**src/rtl/mesh_term_src.sv**
```systemverilog
// mesh_term_src: show-ahead ingress FIFO for one mesh terminal port, with overflow reporting.
// Optional feature macro: TERM_OVF_CAPTURE_EN adds the ovf_data port (last dropped packet).
module mesh_term_src #(
    parameter int pckg_sz    = 40,
    parameter int fifo_depth = 4,
    parameter int CNT_W      = 16
) (
    input  logic                              clk,
    input  logic                              reset,
    input  logic                              push,
    input  logic [pckg_sz-1:0]                data_in,
    output logic                              full,
    output logic [$clog2(fifo_depth):0]       count,
    output logic                              pndng_i_in,
    output logic [pckg_sz-1:0]                data_out_i_in,
    input  logic                              popin,
    output logic                              overflow,
    output logic [CNT_W-1:0]                  drop_cnt
`ifdef TERM_OVF_CAPTURE_EN
    ,
    output logic [pckg_sz-1:0]                ovf_data
`endif
);

    localparam int PW = $clog2(fifo_depth);
    localparam int CW = PW + 1;
    localparam logic [CW-1:0] DEPTH_C = CW'(fifo_depth);
    localparam logic [PW-1:0] LAST_C  = PW'(fifo_depth - 1);

    // Handshake: pndng_i_in is the valid for the head packet, popin is the router's take strobe;
    // a pop happens only on a cycle with pndng_i_in=1 and popin=1. push has no ready: the producer
    // may watch full, and a push that cannot be accepted is dropped and counted.

    logic [pckg_sz-1:0] mem [fifo_depth];
    logic [PW-1:0]      rd_ptr;
    logic [PW-1:0]      wr_ptr;

    logic pop_ok;
    logic push_ok;
    logic drop;

    always_comb begin
        pop_ok  = popin && (count != '0);
        push_ok = push && ((count != DEPTH_C) || pop_ok);
        drop    = push && (count == DEPTH_C) && !popin;
    end

    assign pndng_i_in    = (count != '0);
    assign full          = (count == DEPTH_C);
    assign data_out_i_in = mem[rd_ptr];

    // Storage carries no reset: contents are never exposed while count is zero.
    always_ff @(posedge clk) begin
        if (push_ok) begin
            mem[wr_ptr] <= data_in;
        end
    end

    always_ff @(posedge clk) begin
        if (reset) begin
            rd_ptr <= '0;
            wr_ptr <= '0;
            count  <= '0;
        end else begin
            if (pop_ok) begin
                rd_ptr <= (rd_ptr == LAST_C) ? '0 : rd_ptr + 1'b1;
            end
            if (push_ok) begin
                wr_ptr <= (wr_ptr == LAST_C) ? '0 : wr_ptr + 1'b1;
            end
            case ({push_ok, pop_ok})
                2'b10:   count <= count + 1'b1;
                2'b01:   count <= count - 1'b1;
                default: count <= count;
            endcase
        end
    end

    always_ff @(posedge clk) begin
        if (reset) begin
            overflow <= 1'b0;
            drop_cnt <= '0;
        end else begin
            overflow <= drop;
            if (drop && !(&drop_cnt)) begin
                drop_cnt <= drop_cnt + 1'b1;
            end
        end
    end

`ifdef TERM_OVF_CAPTURE_EN
    always_ff @(posedge clk) begin
        if (reset) begin
            ovf_data <= '0;
        end else if (drop) begin
            ovf_data <= data_in;
        end
    end
`else
    // Dropped payloads are discarded; only the drop pulse and counter record them.
`endif

endmodule

```
**config.mk**
```make
export PLATFORM = sky130hd
export DESIGN_NAME = mesh_term_src
export DESIGN_NICKNAME = d
export VERILOG_FILES = /design/src/rtl/mesh_term_src.sv
export SDC_FILE = /design/constraint.sdc
export NUM_CORES = 1
export LEC_CHECK = 0
export CORE_ASPECT_RATIO = 0.75
export CORE_UTILIZATION = 25
export CTS_BUF_LIST = sky130_fd_sc_hd__clkbuf_4
export CTS_CLUSTER_DIAMETER = 50
export DETAILED_ROUTE_END_ITERATION = 8
export PLACE_DENSITY_LB_ADDON = 0.12
export SLEW_MARGIN = 20
export SYNTH_ARGS = -nofsm -noshare
export SYNTH_HDL_FRONTEND = slang
export SYNTH_SLANG_ARGS = --single-unit
```
**constraint.sdc**
```tcl
create_clock -name clk -period 5.7 [get_ports clk]
set_input_delay 1.71 -clock clk [delete_from_list [all_inputs] [get_ports clk]]
set_output_delay 1.71 -clock clk [all_outputs]
set_load 0.02 [all_outputs]
```
==> flow_summary.yaml, run 1 <==
die:
  die_w_um: 196
  core_area_mm2: 0.0274
  fp.dieArea_mm2: 0.0290
  initial_utilization: 0.259
  die_height_um: 148
  placementRows: 52
  ios: 106
timing:
  timing.setup.tns_ns: 0
  hold_viol: 0
  setup_viol: 0
  fin_worst_skew_ns: 0.0351
  worst_pin_slew_ns: 0.918
  grt_setup_unrepaired: "no"
  relSlewSlack: 0.382
  slew_viol_final: 0
  hold_ws_ns: 0.522
  finalCriticalPeriod_ns: 4.56
  fin_crit_sh: 0.800
  fmax_mhz: 219
yosys:
  synth.most_common_cell: "edfxtp_1"
  synth_top_cell_by_area: "edfxtp_1"
  ys.flop_type: "edfxtp_1"
  yosysSeqAreaShare: 0.751
  postSynthRegisterBits: 186
  synthTopCellsByArea: "edfxtp_1 68%, mux4_2 13%, dfxtp_1 7.3%, a21oi_1 1.4%, ha_1 1.1%"
  yosys-top-cells-count: "160 x edfxtp_1, 40 x mux4_2, 26 x dfxtp_1, 20 x a21oi_1, 13 x nor2_1"
  ys_async_sr_fraction: 0
  synth.distinct_cells: 38
  synth_nets: 418
  synthCells: 367
  synth-edff-count: 160
  synth_top_area_frac: 0.678
  avgSynthCellArea_um2: 19.3
  ys_warn_count: 0
  synth_area_mm2: 0.00709
clock_network:
  postCtsSetupBuffers: 0
  path_clk_slew_ns: 0.17
  htree_levels: 4
  cts_root_buf: "clkbuf_4"
  cts_hold_buffers: 0
  clkSinkCount: 186
  cts_tree: "yes"
  numCtsBuffers: 17
  clk_path_buf_depth: 2
  clock_latency_ns: 0.58
  postCtsResizedCells: 0
pwr:
  peakVddDrop_uv: 117
  leakage_nw: 2.74
  pwr_density_cell_mw_per_mm2: 329
final_layout:
  nets: 531
  syn2layout_area_growth_pct: 25.4
  fin_cells: 872
  utilization: 0.325
  post-route-cell-area_mm2: 0.00889
  drive_above_1_share: 0.170
place:
  finalWeightedCongestion: 0.720
  portBuffers: 105
  placed_area_mm2: 0.00860
  dp.cells: 839
  dpl.hpwl_mm: 9.11
flow_run:
  maxCapViolCount: 0
hold_path:
  hold_path_class: "register to register"
detailed_routing:
  firstDrtPassIters: 4
  drc: 0
  drt_iter0_drc: 172
  wire_per_inst_um: 18.0
  ant_nets: 0
  routed_wl_mm: 15.7
  vias_per_cell: 4.39
  dr_total_vias: 3826
worst_setup_path:
  crit_type: "register to primary output"
  cp.required_ns: 3.99
  cp-end-kind: "primary output"
  start_kind: "register"
  cp_max_fo: 23
  arrival_ns: 2.85
outcome:
  status: "finished, final reports clean"
grt:
  grt_max_degree: 41
  grt_overflow: 0
  grt_pass1_vias: 4052
  track_usage: 0.114
  antenna_found_initial: 1
  grt_first_pass_wirelength_mm: 23.9
-- sequential cells by signal, summed over array words and instances (netlist names), named ones only --
register	count
overflow	1
wr_ptr	2
drop_cnt	16
count	3
mem	160
rd_ptr	2
-- layer usage --
metal / share of wire / vias to the layer above / GRT usage
li1: - / 1745 / -
met1: 0.47 / 2001 / 0.147
met2: 0.46 / 74 / 0.178
met3: 0.059 / 6 / 0.0459
met4: 0.0074 / 0 / 0.0270
met5: 0 / - / 0
-- logic make-up after synthesis --
| group | Yosys count | synth area share |
|---|---|---|
| and+or+nand+nor | 65 | 0.0535 |
| AOI/OAI and AO/OA | 39 | 0.0341 |
| DFF | 186 | 0.751 |
| adders and majority gates | 7 | 0.0134 |
| muxes | 44 | 0.133 |
| xor gates and xnor gates | 1 | 0.00124 |
| buffers and inverters | 25 | 0.0136 |
-- area by class of cell --
type,instances,area (µm²)
Fill cell,2682,18500
Sequential cell,186,5330
Multi-Input combinational cell,156,1670
Timing Repair Buffer,111,1090
Tap cell,378,473
Clock inverter,14,154
Clock buffer,18,135
Inverter,8,30.0
Antenna cell,1,2.50
-- metrics by stage --
stage               setup WS, ns  power [mW]
finish                      1.14        2.92
global route               0.877        3.07
CTS                        0.974        2.99
detailed placement          1.42        2.23
global placement            1.46        2.22
floorplan                   2.09        1.95
-- worst max-delay path: stages, from the launching register on --
cell and delay, ns:
dfxtp_2 0.88, buf_4 0.43, mux4_2 0.34, clkdlybuf4s50_1 0.61
-- where the power goes --
part           leakage [nW]  internal, mW  switching, mW
sequential             1.68          1.55         0.0754
clock                 0.156         0.304          0.444
combinational         0.901         0.291          0.257
-- path summary, 6_finish.rpt --
| check | startpoint | to | slack [ns] | cells after the start |
|---|---|---|---|---|
| max reg2reg | count[1] | drop_cnt[13] | 3.15 | 4 |
| min | drop_cnt[7] | drop_cnt[7] | 0.52 | 2 |
| min reg2reg | drop_cnt[7] | drop_cnt[7] | 0.52 | 2 |
| max | register | data_out_i_in[19] | 1.14 | 3 |
-- cell usage in the layout, fill, tap and decap left out, drive strengths merged, types with 3 or more instances in the layout --
master         netlist  final
nand2                5      5
inv                  8      9
clkdlybuf4s50        0    104
edfxtp             160    160
nand4                5      5
dfxtp               26     26
buf                  5      7
ha                   6      6
mux4                40     40
clkbuf              12     18
nor3                 6      6
nand3                3      3
a21oi               20     20
or3                  3      3
o31ai                9      9
or4                  9      9
o21ai                4      4
clkinv               0      9
bufinv               0      3
nor4                 4      4
and3                 8      8
nor2                13     13
(Power assumes the default switching activity.)
==> inputs of run 2 (changes only) <==
Clock period 5.7 ns to 4.77 ns, I/O delays scaled along.
==> flow_summary.yaml, run 2 (synthesis gave the netlist of run 1 again) <==
outcome:
  status: "finished, final reports clean"
timing:
  worst_pin_slew_ns: 0.986
  hold_viol: 0
  setup_viol: 0
  timing.setup.tns_ns: 0
  grt_setup_unrepaired: "no"
  fin_crit_sh: 0.861
  fmax_mhz: 244
  fin_worst_skew_ns: 0.0387
  finalCriticalPeriod_ns: 4.10
  slew_viol_final: 0
  relSlewSlack: 0.340
worst_setup_path:
  arrival_ns: 2.67
  r2r_end: "drop_cnt[13]"
  crit_type: "register to primary output"
  path_cells: "buf_12 > mux4_2 > clkdlybuf4s50_1"
  cp-end-kind: "primary output"
  cp_max_fo: 21
  start_kind: "register"
  r2r_cells: 4
  critPathTopFamily: "buffers and inverters"
  cp.required_ns: 3.34
  r2r_slack_ns: 2.24
  critPathBufInv: 2
  critPathMaxStageDelay_ns: 0.70
  cpMaxStageDelayCell: "dfxtp_4"
  rr_startpoint: "count[2]"
pwr:
  peakVddDrop_uv: 138
  pwr_density_cell_mw_per_mm2: 391
  p_int_mw: 2.58
  switching_share: 0.262
  leakage_nw: 2.76
  p_switching_mw: 0.915
  clkPwrFrac: 0.252
  comb_power_share: 0.198
  p_seq_frac: 0.550
hold_path:
  whs_path_depth: 2
  hold_path_class: "register to register"
  min_from: "rd_ptr[1]"
clock_network:
  cts_hold_buffers: 0
  postCtsResizedCells: 0
  clkSinkCount: 186
  path_clk_slew_ns: 0.16
  cts_root_buf: "clkbuf_4"
  clk_path_buf_depth: 2
  postCtsSetupBuffers: 0
  cts_tree: "yes"
  numCtsBuffers: 17
  htree_levels: 4
  clock_latency_ns: 0.58
final_layout:
  ff_latch_area_mm2: 0.00533
  largest_reg_flops: 160
  layout_common_cells: "160 x edfxtp_1, 105 x clkdlybuf4s50_1, 40 x mux4_2, 24 x dfxtp_1, 20 x a21oi_1"
  drive_above_1_share: 0.172
  final_common_cell: "edfxtp_1"
  fillers: 2641
  top_regs: "mem x160, drop_cnt x16, count x3"
  nets: 533
  syn2layout_area_growth_pct: 26.0
  largest_register: "mem"
  fin_cells: 874
  multi_input_comb_area_mm2: 0.00167
flow_run:
  maxCapViolCount: 0
place:
  dp.cells: 841
  finalWeightedCongestion: 0.703
  portBuffers: 105
  dpl.hpwl_mm: 8.85
die:
  placementRows: 52
  die_w_um: 196
  core_area_mm2: 0.0274
  initial_utilization: 0.259
  die_height_um: 148
  fp.dieArea_mm2: 0.0290
  ios: 106
detailed_routing:
  drc: 0
  firstDrtPassIters: 4
  ant_nets: 0
  wire_per_inst_um: 17.4
  dr_total_vias: 3793
  routed_wl_mm: 15.2
  vias_per_cell: 4.34
  drt_iter0_drc: 168
grt:
  grt_pass1_vias: 4001
  grt_overflow: 0
  grt_max_degree: 41
  grt_first_pass_wirelength_mm: 23.3
  track_usage: 0.111
  antenna_found_initial: 2
## run 2: cell count changes in the layout (fill, tap and decap cells not counted), sizes merged
| cell | change |
|---|---|
| clkdlybuf4s50 | +1 |
| inv | +1 |
| clkinv | -1 |
| buf | +1 |
## run 2: cell type report
type                            count  area share
Antenna cell                        1    0.000280
Clock buffer                       18      0.0151
Clock inverter                     14      0.0171
Inverter                            8     0.00336
Multi-Input combinational cell    156       0.187
Sequential cell                   186       0.597
Tap cell                          378      0.0529
Timing Repair Buffer              113       0.127
## run 2: per-layer routing
layer	vias to the layer above	GRT usage	wire length, µm
met5	-	0	12
met4	2	0.0414	202
met3	13	0.0383	784
met2	72	0.172	7090
met1	1959	0.142	7100
li1	1747	-	-
## run 2: metrics by stage
| step | total power [mW] | setup WS (ns) | area [µm²] | hold WS (ns) | util |
|---|---|---|---|---|---|
| after CTS | 3.57 | 0.503 | 8930 | 0.531 | 0.326 |
| after global placement | 2.66 | 0.815 | 8640 | 0.480 | 0.316 |
| after global routing | 3.67 | 0.424 | 8930 | 0.566 | 0.326 |
| after detailed placement | 2.67 | 0.732 | 8640 | 0.516 | 0.316 |
| final | 3.49 | 0.665 | 8930 | 0.517 | 0.326 |
| after floorplan | 2.33 | 1.44 | 7090 | 0.495 | - |
## run 2: tightest hold or removal path, delay by kind of cell, from the launching register on
family        cells  cell delay, ns
flops             1            0.34
mux               1            0.13
simple gates      1            0.06
## run 2: how the worst max path moves through the flow
stage | cells after the start | to | from | slack (ns)
3_3_place_gp | 5 | drop_cnt[15] | popin | 0.82
6_report | 3 | data_out_i_in[34] | register | 0.67
4_1_cts | 3 | data_out_i_in[30] | register | 0.50
2_1_floorplan | 6 | drop_cnt[15] | popin | 1.44
3_5_place_dp | 5 | drop_cnt[15] | popin | 0.73
5_1_grt | 3 | data_out_i_in[30] | register | 0.42
## run 2: power by group through the flow
| stage | Clock (mW) | Sequential (mW) | Combinational (mW) |
|---|---|---|---|
| 4_1_cts | 0.931 | 1.93 | 0.709 |
| 3_5_place_dp | 0 | 1.96 | 0.705 |
| 3_3_place_gp | 0 | 1.96 | 0.701 |
| 6_report | 0.882 | 1.92 | 0.691 |
| 5_1_grt | 0.989 | 1.94 | 0.741 |
| 2_1_floorplan | 0 | 1.93 | 0.401 |
